File: config.mk
export PLATFORM = sky130hd
export DESIGN_NAME = reg_dump_ctrl
export DESIGN_NICKNAME = d
export VERILOG_FILES = /design/src/rtl/reg_dump_ctrl.sv
export SDC_FILE = /design/constraint.sdc
export NUM_CORES = 1
export LEC_CHECK = 0
export CORE_ASPECT_RATIO = 1.75
export CORE_UTILIZATION = 35
export CTS_BUF_LIST = sky130_fd_sc_hd__clkbuf_16
export DETAILED_ROUTE_END_ITERATION = 7
export HOLD_SLACK_MARGIN = 0.1
export PLACE_DENSITY = 0.67
export REMOVE_ABC_BUFFERS = 1
export SYNTH_ARGS = -nofsm -noshare
export SYNTH_HDL_FRONTEND = slang
export SYNTH_SLANG_ARGS = --single-unit
export TNS_END_PERCENT = 100
File: constraint.sdc
create_clock -name clk -period 2.95 [get_ports clk]
set_input_delay 0.4425 -clock clk [delete_from_list [all_inputs] [get_ports clk]]
set_output_delay 0.4425 -clock clk [all_outputs]
set_load 0.02 [all_outputs]
File: src/rtl/reg_dump_ctrl.sv
// rtl/reg_dump_ctrl.sv - sequential register-file dump over a valid/ready stream
// Walks FIRST_REG..LAST_REG through read port A and streams {index, value} beats.
module reg_dump_ctrl #(
  parameter int FIRST_REG = 1,
  parameter int LAST_REG  = 31
) (
  input  logic        clk,
  input  logic        rst,
  input  logic        start,
  input  logic        abort,
  output logic [4:0]  rf_ra,
  input  logic [31:0] rf_data,
  output logic        dump_valid,
  input  logic        dump_ready,
  output logic [4:0]  dump_addr,
  output logic [31:0] dump_data,
  output logic        busy,
  output logic        done
);

  typedef enum logic [1:0] {IDLE, READ, SEND, DONE} state_t;

  localparam logic [4:0] FIRST_IDX = 5'(FIRST_REG);
  localparam logic [4:0] LAST_IDX  = 5'(LAST_REG);

  state_t     state;
  logic [4:0] idx;

  always_ff @(posedge clk or posedge rst) begin
    if (rst) begin
      state      <= IDLE;
      idx        <= 5'd0;
      rf_ra      <= 5'd0;
      dump_valid <= 1'b0;
      dump_addr  <= 5'd0;
      dump_data  <= 32'd0;
      busy       <= 1'b0;
      done       <= 1'b0;
    end else begin
      done <= 1'b0;
      case (state)
        IDLE: begin
          // start wins over a simultaneous abort here
          if (start) begin
            idx   <= FIRST_IDX;
            rf_ra <= FIRST_IDX;
            busy  <= 1'b1;
            state <= READ;
          end
        end
        READ: begin
          if (abort) begin
            busy  <= 1'b0;
            state <= IDLE;
          end else begin
            dump_data  <= rf_data;
            dump_addr  <= idx;
            dump_valid <= 1'b1;
            state      <= SEND;
          end
        end
        SEND: begin
          if (abort) begin
            dump_valid <= 1'b0;
            busy       <= 1'b0;
            state      <= IDLE;
          end else if (dump_valid && dump_ready) begin
            dump_valid <= 1'b0;
            if (idx == LAST_IDX) begin
              busy  <= 1'b0;
              done  <= 1'b1;
              state <= DONE;
            end else begin
              idx   <= idx + 5'd1;
              rf_ra <= idx + 5'd1;
              state <= READ;
            end
          end
        end
        DONE: state <= IDLE;
        default: state <= IDLE;
      endcase
    end
  end

endmodule
; After elaboration in Yosys (flattened, before gate mapping)
; Index checks and enable logic that the tools add are counted.
; Widths: inputs -> output; s select.
[op_classes]
n_eq_ne = 12
bitwise_logic = 1
addsub = 1
reduce_logical = 10
mux = 25
[ops]
columns = op, count
row1 = $mux 5, 4
row2 = $mux 1, 12
row3 = $ne 2x2->1 const B, 6
row4 = $mux 2, 5
row5 = $pmux 5 s2, 1
row6 = $reduce_and 5->1, 2
row7 = $pmux 2 s4, 1
row8 = $ne 3x3->1 const B, 2
row9 = $add 5x1->5 const B, 1
row10 = $eq 5x5->1 const B, 1
row11 = $eq 2x2->1 const B, 2
row12 = $reduce_and 2->1, 2
row13 = $reduce_bool 2->1, 2
row14 = $pmux 1 s3, 1
row15 = $reduce_and 3->1, 1
row16 = $reduce_bool 3->1, 1
row17 = $eq 2x1->1 const B, 1
row18 = $logic_not 2->1, 1
row19 = $pmux 1 s2, 1
row20 = $logic_and 1x1->1, 1
row21 = $not 1->1, 1
[totals]
output_inout_bits = 45
register_bits = 47
elab_cells = 56

; Logic depth before layout (Yosys ltp)
[depth]
ltp_word = 5
mapped_depth = 7
ltp_nobuf = 7

; Worst setup path after synthesis
; No wires, ideal clock.
[synth_timing]
path_kind = register to register
from = register idx[0]
to = register idx[3]
synth_period_minus_slack_ps = 2216
arrival_time_ps = 2147
n_path_buf = 0
stages_incl_launch_ff = 8
setup_slack_ps = 734
cell_sequence = dfrtp_1 > ha_1 > and3_1 > ha_1 > and4bb_4 > nand4_1 > or4b_1 > nand3_1
[synth_between]
elab_chain_len = 5
[synth_rtl]
columns = element, line_no
row1 = from (decl), 27  ; logic [4:0] idx;
row2 = from (signal assigned), 74  ; idx <= idx + 5'd1;
row3 = $add 5x1->5, 74
row4 = $mux 5, 69  ; if (idx == LAST_IDX) begin
row5 = $mux 5, 67  ; end else if (dump_valid && dump_ready) begin
row6 = $mux 5, 63  ; if (abort) begin
row7 = $pmux 5 s2, 41  ; case (state)
; Several ways; a longest one is shown, not always the timed one. The select of a mux whose other input is x is not followed.
; A chain may end at the register's enable or synchronous reset.

; Worst setup path after layout
; Ends and elaborated chain as after synthesis.

==> summary.log <==
INFO  critical_path  crit_path_kind=flip-flop to flip-flop
INFO  yosys          number_of_synthesized_register_bits=47
INFO  yosys          synthDominantCellAreaShare=0.591
INFO  routing        drtAntennaViolNets=0
INFO  pwr            power_per_cell_area=1040mW/mm^2
INFO  pwr            power=0.00321W
INFO  yosys          ys_dominant_reg_cell=sky130_fd_sc_hd__dfrtp_1
INFO  place          post-place-ws=0.710ns
INFO  worst_hold_path min-delay-path-class=flip-flop to flip-flop
INFO  yosys          synth-edff-count=0
INFO  global_routing first_global_vias=1,450
INFO  clock_network  cts_inserted_buffers=5
INFO  yosys          synth_top_area_cell=sky130_fd_sc_hd__dfrtp_1
INFO  place          gp_routability_congestion=0.800
INFO  critical_path  crit_arrival=2.47ns
INFO  clock_network  clock_sinks=47
INFO  sta            setup_viol_count_final=0
INFO  critical_path  critical_path_data_required_time=3.17ns
INFO  clock_network  clock_path_buffers=2
INFO  clock_network  cts_resized=0
INFO  final_layout   area_growth_syn_to_layout=54.9%
INFO  critical_path  critPathLaunchType=flip-flop
INFO  sta            max_freq=444MHz
INFO  global_routing first_pass_grt_wire_length=7170microns
INFO  clock_network  clk_transition_reported_paths=0.06ns
INFO  die            pin_count=82
INFO  place          placedInstanceArea=0.00292sqmm
INFO  routing        detail_route.vias_per_cell=4.70
INFO  yosys          syn_area=0.00199sqmm
INFO  yosys          most_numerous_cell_types_in_the_synthesized_netlist=47 x sky130_fd_sc_hd__dfrtp_1, 28 x sky130_fd_sc_hd__mux2_2, 9 x sky130_fd_sc_hd__mux2_1
INFO  routing        wirelength=4430microns
INFO  critical_path  critical_path.max_fanout=9
INFO  sta            post-route-period-util=0.764
INFO  routing        detailroute.via_count=1,442
INFO  sta            worst_slew_pin_slew=0.577ns
INFO  global_routing antenna_found_initial=0
INFO  die            initial_utilization=0.359
INFO  sta            finalWorstPathRequiredPeriod=2.25ns
INFO  yosys          syn-instance-count=144
INFO  routing        drt-wirelength-per-cell=14.4microns
INFO  critical_path  timing.critical_path.to_type=flip-flop
INFO  sta            fin_worst_skew=0.00338ns
INFO  die            die_h=102microns
INFO  clock_network  cts-root-buf=sky130_fd_sc_hd__clkbuf_16
INFO  final_layout   final_net_count=273
INFO  global_routing grt_max_degree=28
INFO  routing        remaining_drcs=0
INFO  final_layout   proportion_of_layout_cells_with_a_drive_suffix_above_1=0.182
INFO  sta            grt_setup_unrepaired=false
INFO  clock_network  cts_hold_buffers=0
INFO  yosys          synth-seq-area-share=0.591
INFO  global_routing globalRouteTotalUtil=0.162
INFO  final_layout   final_design_area_no_fill=0.00308sqmm
INFO  yosys          mean_area_per_synthesized_cell=13.8squm
INFO  clock_network  cts_tree=done
INFO  yosys          synthesis.yosys.warnings=0
INFO  sta            timing.final.hold_violations=0
INFO  clock_network  htree_levels=2
INFO  sta            fin_hold_ws=0.486ns
INFO  routing        first_iter_violations=16
INFO  yosys          netlist_top_cells_area=sky130_fd_sc_hd__dfrtp_1 59%, sky130_fd_sc_hd__mux2_2 16%, sky130_fd_sc_hd__mux2_1 5.1%, sky130_fd_sc_hd__ha_1 3.8%, sky130_fd_sc_hd__a22o_1 1.8%
INFO  place          port-buffer-count=81
INFO  final_layout   num_antenna_cells=0
INFO  final_layout   layout.cells.non_filler=307
INFO  sta            worst_slew_margin_relative_to_its_limit=0.615
INFO  pwr            power_leakage=1.29nW
INFO  yosys          synth-async-reset-ratio=1.00
INFO  place          numPlacedInstances=299
INFO  yosys          synthDistinctLibCells=28
INFO  die            placementRows=36
INFO  yosys          synth.most_common_cell=sky130_fd_sc_hd__dfrtp_1
INFO  clock_network  clk-insertion-delay-late=0.28ns
INFO  job            max_cap_violations=0
INFO  die            core_area=0.00554sqmm
INFO  pwr            worst_ir_drop_vdd=0.000451V
INFO  die            die_area=0.00601sqmm
INFO  clock_network  post_cts_setup_repair_bufs=0
INFO  sta            final_critical_path_setup_slack=0.697ns
INFO  global_routing grt_overflow_total=0
INFO  routing        number_of_iterations_in_the_first_detailed_routing_pass=4
INFO  status         status=finished clean
INFO  die            die_x=59.0microns
INFO  sta            maxSlewViolCount=0
INFO  place          detailedPlacementHpwl=3260microns
## cell families (layout without fill, tap and decap cells)
group	after synthesis	count (layout)	synth area share
and+or+nand+nor	27	27	0.0817
AOI/OAI and AO/OA	18	18	0.0610
adders and majority gates	6	6	0.0377
buffers and inverters	9	96	0.0195
muxes	37	37	0.209
DFF	47	47	0.591
## critical path: stages, from the launching register on
cell	delay, ns
sky130_fd_sc_hd__dfrtp_1	0.47
sky130_fd_sc_hd__ha_1	0.26
sky130_fd_sc_hd__and3_1	0.19
sky130_fd_sc_hd__ha_1	0.22
sky130_fd_sc_hd__and4bb_4	0.38
sky130_fd_sc_hd__nand4_1	0.12
sky130_fd_sc_hd__or4b_1	0.47
sky130_fd_sc_hd__nand3_1	0.09
## flip-flops by register name, indices dropped and copies added, names as in the netlist
signal and flops:
busy 1, done 1, dump_addr 5, dump_data 32
dump_valid 1, idx 5, state 2
## power by group
part | internal, W | leakage [nW] | switching (W)
combinational | 0.000805 | 0.638 | 0.000712
sequential | 0.000916 | 0.566 | 0.000142
clock | 0.000400 | 0.0818 | 0.000239
total | 0.00212 | 1.29 | 0.00109
## through the flow
stage	TNS (ns)	util
after floorplan	-0.210	-
after global placement	0	0.526
after detailed placement	0	0.526
after CTS	0	0.556
after global routing	0	0.556
final	0	0.556
## per-layer routing
layer | global-route usage | up-vias | wire, microns
li1 | - | 689 | -
met1 | 0.194 | 714 | 1810
met2 | 0.281 | 35 | 2430
met3 | 0.0307 | 4 | 131
met4 | 0.0604 | 0 | 51
met5 | 0 | - | 0
## area by class of cell
type | count | area [sq um]
clock buffers | 5 | 125
clock inverters | 3 | 42.5
fillers | 492 | 2460
inverters | 4 | 15.0
multi-input cells | 88 | 783
flip-flops and latches | 47 | 1180
well taps | 76 | 95.1
repair buffers | 84 | 846
## placed cells by master (no fill, tap or decap)
master,count
sky130_fd_sc_hd__and4bb_4,1
sky130_fd_sc_hd__o22a_1,1
sky130_fd_sc_hd__inv_1,3
sky130_fd_sc_hd__bufinv_16,1
sky130_fd_sc_hd__and3_1,1
sky130_fd_sc_hd__a211oi_1,2
sky130_fd_sc_hd__clkdlybuf4s50_1,81
sky130_fd_sc_hd__o21ai_1,1
sky130_fd_sc_hd__nand4b_1,1
sky130_fd_sc_hd__mux2_1,9
sky130_fd_sc_hd__dfrtp_1,47
sky130_fd_sc_hd__a31oi_1,1
sky130_fd_sc_hd__a2111o_1,1
sky130_fd_sc_hd__clkinv_1,1
sky130_fd_sc_hd__or4b_1,1
sky130_fd_sc_hd__o21ai_0,4
sky130_fd_sc_hd__nand3_1,6
sky130_fd_sc_hd__clkbuf_16,5
sky130_fd_sc_hd__nor2_1,3
sky130_fd_sc_hd__nor2b_1,2
sky130_fd_sc_hd__a22o_1,4
sky130_fd_sc_hd__nand4_1,1
sky130_fd_sc_hd__nand2b_1,1
sky130_fd_sc_hd__nand4bb_1,1
sky130_fd_sc_hd__and4_1,1
sky130_fd_sc_hd__nor2b_4,1
sky130_fd_sc_hd__a21oi_1,4
sky130_fd_sc_hd__buf_12,1
sky130_fd_sc_hd__nand2_1,6
sky130_fd_sc_hd__inv_2,1
sky130_fd_sc_hd__ha_1,6
sky130_fd_sc_hd__buf_4,2
sky130_fd_sc_hd__mux2_2,28
sky130_fd_sc_hd__or2_2,1
sky130_fd_sc_hd__inv_6,1
## final timing paths
| kind | start | end | slack [ns] | cells after the start |
|---|---|---|---|---|
| worst min register to register | dump_addr[1]$_DFFE_PP0P_ | dump_addr[1]$_DFFE_PP0P_ | 0.49 | 1 |
| worst max register to register | idx[0]$_DFFE_PP0P_ | idx[3]$_DFFE_PP0P_ | 0.70 | 7 |
| min in group asynchronous | rst | dump_data[30]$_DFFE_PP0P_ | 0.54 | 2 |
| worst max-delay path | idx[0]$_DFFE_PP0P_ | idx[3]$_DFFE_PP0P_ | 0.70 | 7 |
| max in group asynchronous | rst | dump_addr[3]$_DFFE_PP0P_ | 1.82 | 3 |
| worst min-delay path | dump_addr[1]$_DFFE_PP0P_ | dump_addr[1]$_DFFE_PP0P_ | 0.49 | 1 |
(Power assumes the default switching activity.)
